**src/rtl/uart_bist_pkg.sv**
```systemverilog
// Shared state encoding and pattern constants for the UART loopback BIST.
// Define UART_BIST_LFSR_EN for an LFSR pattern; the default is a byte counter.
package uart_bist_pkg;

  typedef enum logic [2:0] {
    IDLE    = 3'd0,
    SEND    = 3'd1,
    WAIT_RX = 3'd2,
    CHECK   = 3'd3,
    DONE    = 3'd4
  } bist_state_t;

`ifdef UART_BIST_LFSR_EN
  localparam logic [7:0] PATTERN_SEED = 8'h01;
  // Fibonacci taps on bits 7,5,4,3; feedback enters at bit 0.
  localparam logic [7:0] LFSR_TAPS    = 8'hB8;
`else
  localparam logic [7:0] PATTERN_SEED = 8'h00;
`endif

  function automatic logic [7:0] pattern_next(input logic [7:0] p);
`ifdef UART_BIST_LFSR_EN
    pattern_next = {p[6:0], ^(p & LFSR_TAPS)};
`else
    pattern_next = p + 8'd1;
`endif
  endfunction

  function automatic logic [7:0] sat_inc(input logic [7:0] v);
    sat_inc = (v == 8'hFF) ? v : v + 8'd1;
  endfunction

endpackage

```
**src/rtl/uart_bist_pattern.sv**
```systemverilog
// Test pattern register: reloads the seed on load, advances one step on step.
// Sequence selected by UART_BIST_LFSR_EN through uart_bist_pkg.
module uart_bist_pattern
  import uart_bist_pkg::*;
(
  input  logic       clk,
  input  logic       rst_n,
  input  logic       load,
  input  logic       step,
  output logic [7:0] pattern
);

  always_ff @(posedge clk or negedge rst_n) begin
    if (!rst_n) begin
      pattern <= PATTERN_SEED;
    end else if (load) begin
      pattern <= PATTERN_SEED;
    end else if (step) begin
      pattern <= pattern_next(pattern);
    end
  end

endmodule

```
**src/rtl/uart_bist_ctrl.sv**
```systemverilog
// UART loopback BIST controller: sends NUM_BYTES patterns, checks the echoes,
// counts mismatches and receive timeouts. Pattern type set by UART_BIST_LFSR_EN.
module uart_bist_ctrl
  import uart_bist_pkg::*;
#(
  parameter int NUM_BYTES      = 16,
  parameter int TIMEOUT_CYCLES = 4096
) (
  input  logic       clk,
  input  logic       rst_n,
  input  logic       start,
  input  logic       abort,
  input  logic       tx_busy,
  input  logic       rx_done,
  input  logic [7:0] rx_data,
  output logic       tx_start,
  output logic [7:0] tx_data,
  output logic       busy,
  output logic       done,
  output logic       pass,
  output logic [7:0] err_count,
  output logic       timeout_err
);

  localparam int                 TIMER_W    = (TIMEOUT_CYCLES > 1) ? $clog2(TIMEOUT_CYCLES) : 1;
  localparam logic [TIMER_W-1:0] TIMER_LAST = TIMER_W'(TIMEOUT_CYCLES - 1);
  localparam logic [7:0]         LAST_BYTE  = 8'(NUM_BYTES - 1);

  bist_state_t        state;
  logic [7:0]         byte_cnt;
  logic [7:0]         rx_byte;
  logic [7:0]         pattern;
  logic [7:0]         err_next;
  logic [TIMER_W-1:0] timer;
  logic               in_run;
  logic               kill;
  logic               rx_timeout;
  logic               advance;
  logic               err_inc;
  logic               last_byte;
  logic               pat_load;
  logic               pat_step;

  // A byte finishes either by a timeout in WAIT_RX or by its CHECK cycle.
  always_comb begin
    in_run     = (state == SEND) || (state == WAIT_RX) || (state == CHECK);
    kill       = abort && in_run;
    rx_timeout = (state == WAIT_RX) && !rx_done && (timer == TIMER_LAST);
    advance    = rx_timeout || (state == CHECK);
    err_inc    = rx_timeout || ((state == CHECK) && (rx_byte != pattern));
    err_next   = err_inc ? sat_inc(err_count) : err_count;
    last_byte  = (byte_cnt == LAST_BYTE);
    pat_load   = ((state == IDLE) || (state == DONE)) && start;
    pat_step   = advance && !last_byte && !kill;
  end

  uart_bist_pattern u_pattern (
    .clk     (clk),
    .rst_n   (rst_n),
    .load    (pat_load),
    .step    (pat_step),
    .pattern (pattern)
  );

  always_ff @(posedge clk or negedge rst_n) begin
    if (!rst_n) begin
      state       <= IDLE;
      tx_start    <= 1'b0;
      tx_data     <= 8'h00;
      busy        <= 1'b0;
      done        <= 1'b0;
      pass        <= 1'b0;
      err_count   <= 8'h00;
      timeout_err <= 1'b0;
      byte_cnt    <= 8'h00;
      timer       <= '0;
      rx_byte     <= 8'h00;
    end else begin
      tx_start <= 1'b0;
      if (kill) begin
        state <= IDLE;
        busy  <= 1'b0;
        done  <= 1'b0;
      end else begin
        err_count <= err_next;
        case (state)
          IDLE, DONE: begin
            if (start) begin
              state       <= SEND;
              busy        <= 1'b1;
              done        <= 1'b0;
              pass        <= 1'b0;
              byte_cnt    <= 8'h00;
              err_count   <= 8'h00;
              timeout_err <= 1'b0;
            end
          end
          SEND: begin
            if (!tx_busy) begin
              tx_start <= 1'b1;
              tx_data  <= pattern;
              timer    <= '0;
              state    <= WAIT_RX;
            end
          end
          WAIT_RX: begin
            if (rx_done) begin
              rx_byte <= rx_data;
              state   <= CHECK;
            end else if (timer == TIMER_LAST) begin
              timeout_err <= 1'b1;
            end else begin
              timer <= timer + TIMER_W'(1);
            end
          end
          CHECK: begin
          end
          default: begin
            state <= IDLE;
            busy  <= 1'b0;
          end
        endcase
        // pass is latched from the final count so it is valid the same cycle done rises.
        if (advance) begin
          if (last_byte) begin
            state <= DONE;
            busy  <= 1'b0;
            done  <= 1'b1;
            pass  <= (err_next == 8'h00);
          end else begin
            byte_cnt <= byte_cnt + 8'd1;
            state    <= SEND;
          end
        end
      end
    end
  end

endmodule

```
**config.mk**
```make
export PLATFORM = sky130hd
export DESIGN_NAME = uart_bist_ctrl
export DESIGN_NICKNAME = d
export VERILOG_FILES = /design/src/rtl/uart_bist_pkg.sv /design/src/rtl/uart_bist_pattern.sv /design/src/rtl/uart_bist_ctrl.sv
export SDC_FILE = /design/constraint.sdc
export NUM_CORES = 1
export LEC_CHECK = 0
export BUFFER_PORTS_ARGS = -buffer_cell sky130_fd_sc_hd__buf_2
export CAP_MARGIN = 20
export CORE_MARGIN = 2
export CORE_UTILIZATION = 35
export CTS_CLUSTER_SIZE = 20
export DETAILED_ROUTE_END_ITERATION = 10
export GPL_ROUTABILITY_DRIVEN = 0
export GPL_TIMING_DRIVEN = 0
export PLACE_DENSITY = 0.63
export SYNTH_ARGS = -nofsm -noshare
export SYNTH_HDL_FRONTEND = slang
export SYNTH_SLANG_ARGS = --single-unit
export TNS_END_PERCENT = 100
```
**constraint.sdc**
```tcl
create_clock -name clk -period 2.64 [get_ports clk]
set_input_delay 0.396 -clock clk [delete_from_list [all_inputs] [get_ports clk]]
set_output_delay 0.396 -clock clk [all_outputs]
set_load 0.005 [all_outputs]
```
After elaboration in Yosys (flattened, before gate mapping)
Cells that the tools add are included.

storage, ports and cells
  output and inout bits = 21
  ROM bits = 0
  register bits = 60
  bits in latches = 0
  bits in writable memories = 0
  memories = 0
  bits of input ports = 14
  word-level logic and storage cells = 104

operators by class
  div/mod/pow operators = 0
  eq/ne operators = 17
  bitwise operators = 2
  magnitude comparators = 0
  shifts and indexed selects = 0
  reductions and logical operators = 27
  mux-type cells = 42
  multiply operators = 0
  $add $sub $neg = 4

operator list
  operator                                       number
  2-to-1 mux 8 bit                               10
  2-to-1 mux 12 bit                              3
  adder 8 x 1 -> 8 bit, second input constant    3
  one-hot mux 12 bit (2 select lines)            1
  2-to-1 mux 1 bit                               19
  2-to-1 mux 3 bit                               6
  adder 12 x 1 -> 12 bit, second input constant  1
  == test 12 bit, second input constant          1
  != test 4 bit, second input constant           3
  one-hot mux 3 bit (4 select lines)             1
  AND reduction 5 bit                            2
  == test 8 x 4 -> 1 bit, second input constant  1
  == test 8 bit, second input constant           1
  zero test 8 bit                                1
  != test 2 bit, second input constant           4
  != test 8 bit                                  1
  logical AND 1 bit                              7
  == test 3 x 2 -> 1 bit, second input constant  2
  AND reduction 3 bit                            2
  nonzero test 2 bit                             3
  logical OR 1 bit                               5
  one-hot mux 1 bit (2 select lines)             2
  AND reduction 4 bit                            1
  == test 3 x 1 -> 1 bit, second input constant  1
  other kinds (8)                                11

Depth between registers and ports, before layout
  word-level depth = 8
  depth in mapped cells = 9
  depth with buffers taken out = 7

Hierarchy
Synthesis repeated with hierarchy kept, for this count alone.

second synthesis, totals
  cells, all modules = 320
  area total of the unflattened synthesis = 3309.4 µm²

modules (own cells, without submodules)
  module             times used  seq. area each (µm²)  cells an instance  area each (µm²)
  uart_bist_ctrl     1           1301.2                283                2912.8
  uart_bist_pattern  1           200.2                 37                 396.6

Worst setup path after synthesis
OpenSTA, ideal clock, no wires.

  path type = register to register
  start point = register err_count[0]
  end point = register pass
  arrival = 2.032 ns
  period minus slack after synthesis = 2.097 ns
  cell stages (with the launch flop) = 7
  setup time = 0.064 ns
  slack = 0.543 ns
  buffers on the path = 0
  data required time = 2.576 ns
  cells stage by stage = dfrtp_1 > ha_1 > xor2_1 > or4b_2 > or3_1 > a22oi_1 > a31o_2

between the ends
  word-level cells in the longest chain between the ends = 6
  elaborated cells between the ends (all ways) = 7
  those cells by class = add/sub: 1; eq/ne: 1; mux: 4; reduce/logical: 1

RTL lines
  what                                                          line                   RTL
  from (decl)                                                   uart_bist_ctrl.sv:21   output logic [7:0] err_count,
  from (signal assigned)                                        uart_bist_ctrl.sv:85   err_count <= err_next;
  adder 8 x 1 -> 8 bit / == test 8 bit (equally long branches)  uart_bist_pkg.sv:30    sat_inc = (v == 8'hFF) ? v : v + 8'd1;
  2-to-1 mux 8 bit                                              uart_bist_pkg.sv:30
  2-to-1 mux 8 bit (*)                                          uart_bist_ctrl.sv:51   err_next = err_inc ? sat_inc(err_count) : err_count;
  zero test 8 bit (*)                                           uart_bist_ctrl.sv:129  pass <= (err_next == 8'h00);
  2-to-1 mux 1 bit (*)                                          uart_bist_ctrl.sv:125  if (last_byte) begin
  2-to-1 mux 1 bit (*)                                          uart_bist_ctrl.sv:124  if (advance) begin
  to (signal assigned)                                          uart_bist_ctrl.sv:129
  to (decl)                                                     uart_bist_ctrl.sv:20   output logic pass,

Every way passes the cells marked *; elsewhere a longest branch is shown, timed or not.
A chain may end at the register's enable or synchronous reset.

Worst setup path in the final report
  start point = register timer[1]
  end point = register err_count[7]

between the ends
  word-level cells in the longest chain between the ends = 6

RTL lines
  what                    line                   RTL
  from (decl)             uart_bist_ctrl.sv:34   logic [TIMER_W-1:0] timer;
  from (signal assigned)  uart_bist_ctrl.sv:113  timer <= timer + TIMER_W'(1);
  == test 12 bit (*)      uart_bist_ctrl.sv:48   rx_timeout = (state == WAIT_RX) && !rx_done && (timer == TIMER_LAST);
  logical AND 1 bit (*)   uart_bist_ctrl.sv:48
  logical OR 1 bit (*)    uart_bist_ctrl.sv:50   err_inc = rx_timeout || ((state == CHECK) && (rx_byte != pattern));
  2-to-1 mux 8 bit (*)    uart_bist_ctrl.sv:51
  2-to-1 mux 8 bit        uart_bist_ctrl.sv:88   if (start) begin
  2-to-1 mux 8 bit (*)    uart_bist_ctrl.sv:86   case (state)

Marks and branches as above.

==> impl_metrics.toml <==
[sta]
post-route-period-util = 0.887
maxSlewViolCount = 0
hold_violations = 0
period_needed_ps = 2340
setup_violations = 0
max-slew-margin-rel = 0.623
finClkSkew_ps = 6.37
grt_setup_unrepaired = "false"
tightest_slew_ps = 561
setup_slack_ps = 299
max_freq_ghz = 0.427
tns_ps = 0

[floorplanning]
die_width_um = 98.2
core_um2 = 8680
initial_core_util = 0.358
dieArea_um2 = 9650
num_rows = 34
ios = 35
die_h_um = 98.2

[setup_path]
endpoint_kind = "flop"
critPathMaxStageDelay_ps = 460
worstSetupPathType = "flop to flop"
cp_num_buf_inv = 1
cp_data_arrival_time_ps = 2590
crit_path_max_fanout = 10
required_ps = 2890
cp-start-kind = "flop"
r2r_setup_slack_ps = 300
critical_path.top_delay_family = "simple AND/OR/NAND/NOR gates"
worstPathCellList = "ha_1 -> nand4b_1 -> nor4_4 -> o21ai_2 -> clkbuf_1 -> nor4_1 -> a31oi_1 -> o21ba_2"
critPathSlowestCell = "nor4_1"

[synth]
yosys.area.top_type_share = 0.483
synth_nets = 331
yosysSeqAreaShare = 0.483
yosysMostFrequentCell = "dfrtp_1"
syn_avg_cell_area_um2 = 9.93
synth-edff-count = 0
async_flop_share = 1.00
ys_top_cells_by_count = "dfrtp_1, nand2_1, nor2_1, mux2_2, o21ai_0"
ys_warn_count = 0
ys_top_cells_by_area = "dfrtp_1, mux2_2, xor2_1"
yosysTopAreaCell = "dfrtp_1"
synthCells = 313
synthFlopType = "dfrtp_1"
synth_cell_types = 49
ys_ff_latch = 60
syn_area_um2 = 3110

[placed_design]
port_buffers = 34
hpwl_um = 4900
post-place-ws_ps = 320

[layout]
regArea_um2 = 1500
area_growth_pct = 18.5
multi_input_area_um2 = 1520
nets = 377
layout-drive-gt1-share = 0.231
n_antenna_cell = 0
fillCellCount = 878
final_util = 0.424

[power]
p_sw_uw = 831
pwr-share-clk = 0.374
internal_power_uw = 1950
pwr-share-seq = 0.410
comb_power_share = 0.216
leakage_uw = 0.00172
power_density_nw_per_um2 = 755
p_sw_frac = 0.299
vdd_drop_max_v = 0.000426

[global_route]
grt-ovfl-total = 0
grt_util_all_layers = 0.152
grt_pass1_wl_um = 11800
antenna_found_initial = 0
grt_pass1_vias = 2393
grt_max_degree = 39

[cts]
cts_resized = 0
cts_tree = "done"
worstSkewPairLatency_ps = 350
cts_buffers = 9
path_clk_slew_ps = 70
cts_sinks = 60
clk_path_buf_depth = 2
cts_hold_buffers = 0
h-tree-depth = 3
cts-root-buf = "clkbuf_8"
post_cts_buffers = 0

[detailed_routing]
avgRoutedWirePerCell_um = 14.5
ant_nets = 0
vias_per_cell = 5.23
dr.pass1.iters = 4
vias = 2470
drt-total-wl_um = 6840
drc = 0
drt_iter0_drc = 102

[worst_hold_path]
worst_hold_path_type = "primary input to async pin"

[status]
outcome = "finished, final reports clean"

[job]
drv_cap = 0
flip-flops by register name, summed over array words and instances, names as in the netlist:
name / count
state: 3
u_pattern.pattern: 8
err_count: 8
tx_start: 1
timer: 12
pass: 1
done: 1
timeout_err: 1
tx_data: 8
rx_byte: 8
busy: 1
byte_cnt: 8
metal layers:
metal	wire, um	global-route usage	share of wire	up-vias
met5	0	0	0	-
met1	3250	0.196	0.48	1191
met2	3180	0.243	0.46	46
li1	-	-	-	1220
met3	267	0.0451	0.039	13
met4	134	0.0580	0.020	0
worst reg2reg max path: cells and delay by family, from the launching register on:
family          cells  cell delay, ps
simple gates        3             930
compound gates      3             440
flops               1             400
buf+inv             1             240
fa+ha+maj           1             230
power by group through the flow:
stage / combinational (uW) / clock [uW] / sequential [uW]
CTS: 606 / 1060 / 1140
floorplan: 420 / 0 / 1130
finish: 601 / 1040 / 1140
detailed placement: 604 / 0 / 1160
global placement: 588 / 0 / 1150
global route: 680 / 1100 / 1160
path summary, 6_finish.rpt:
path / from / endpoint / depth (start not counted)
max in group asynchronous: rst_n / rx_byte[1] / 2
worst min-delay path: rst_n / tx_start / 1
worst max-delay path: timer[1] / err_count[7] / 8
worst max register to register: timer[1] / err_count[7] / 8
worst min register to register: byte_cnt[7] / byte_cnt[7] / 1
min in group clk: rx_data[7] / rx_byte[7] / 2
cells in the final DEF, fill, tap and decap left out, types with 2 or more instances in the layout:
| master | n |
|---|---|
| nor4b_1 | 2 |
| mux2_2 | 18 |
| buf_2 | 38 |
| nor3_1 | 6 |
| o21ai_0 | 17 |
| ha_1 | 4 |
| clkbuf_1 | 8 |
| nand4_1 | 11 |
| or4_1 | 5 |
| a21oi_1 | 8 |
| and2_1 | 2 |
| inv_1 | 6 |
| clkbuf_8 | 10 |
| dfrtp_1 | 60 |
| bufinv_16 | 3 |
| a31oi_1 | 3 |
| o211ai_1 | 7 |
| nand2_1 | 34 |
| or2_2 | 2 |
| or3_1 | 3 |
| nand3_1 | 11 |
| nor2_1 | 33 |
| xnor2_1 | 9 |
| xor2_1 | 16 |
| nor4_1 | 3 |
| a31o_2 | 2 |
| and3_1 | 8 |
| nand2b_1 | 2 |
| o2111ai_1 | 4 |
| a21o_1 | 2 |
| mux2i_1 | 3 |
logic make-up after synthesis:
group | Yosys count | synth area share
muxes | 21 | 0.0749
xor gates and xnor gates | 25 | 0.0705
adders and majority gates | 4 | 0.0161
buffers and inverters | 20 | 0.0282
DFF | 60 | 0.483
and+or+nand+nor | 130 | 0.215
AOI/OAI and AO/OA | 53 | 0.112
through the flow:
stage               std cells  cell area (um^2)  hold slack (ps)  power [uW]
CTS                       472              3680             48.8        2800
global placement          455              3410              485        1740
finish                    472              3680             36.2        2780
detailed placement        456              3430              428        1760
global route              472              3680             80.3        2940
floorplan                 313              3110              100        1550
area by class of cell:
class,count,share of cell area
multi-input cells,233,0.412
clock inverters,6,0.0303
inverters,6,0.00612
well taps,108,0.0367
repair buffers,35,0.0517
clock buffers,10,0.0374
plain buffers,14,0.0177
flip-flops and latches,60,0.408
Power figures use the tool's default switching activity.
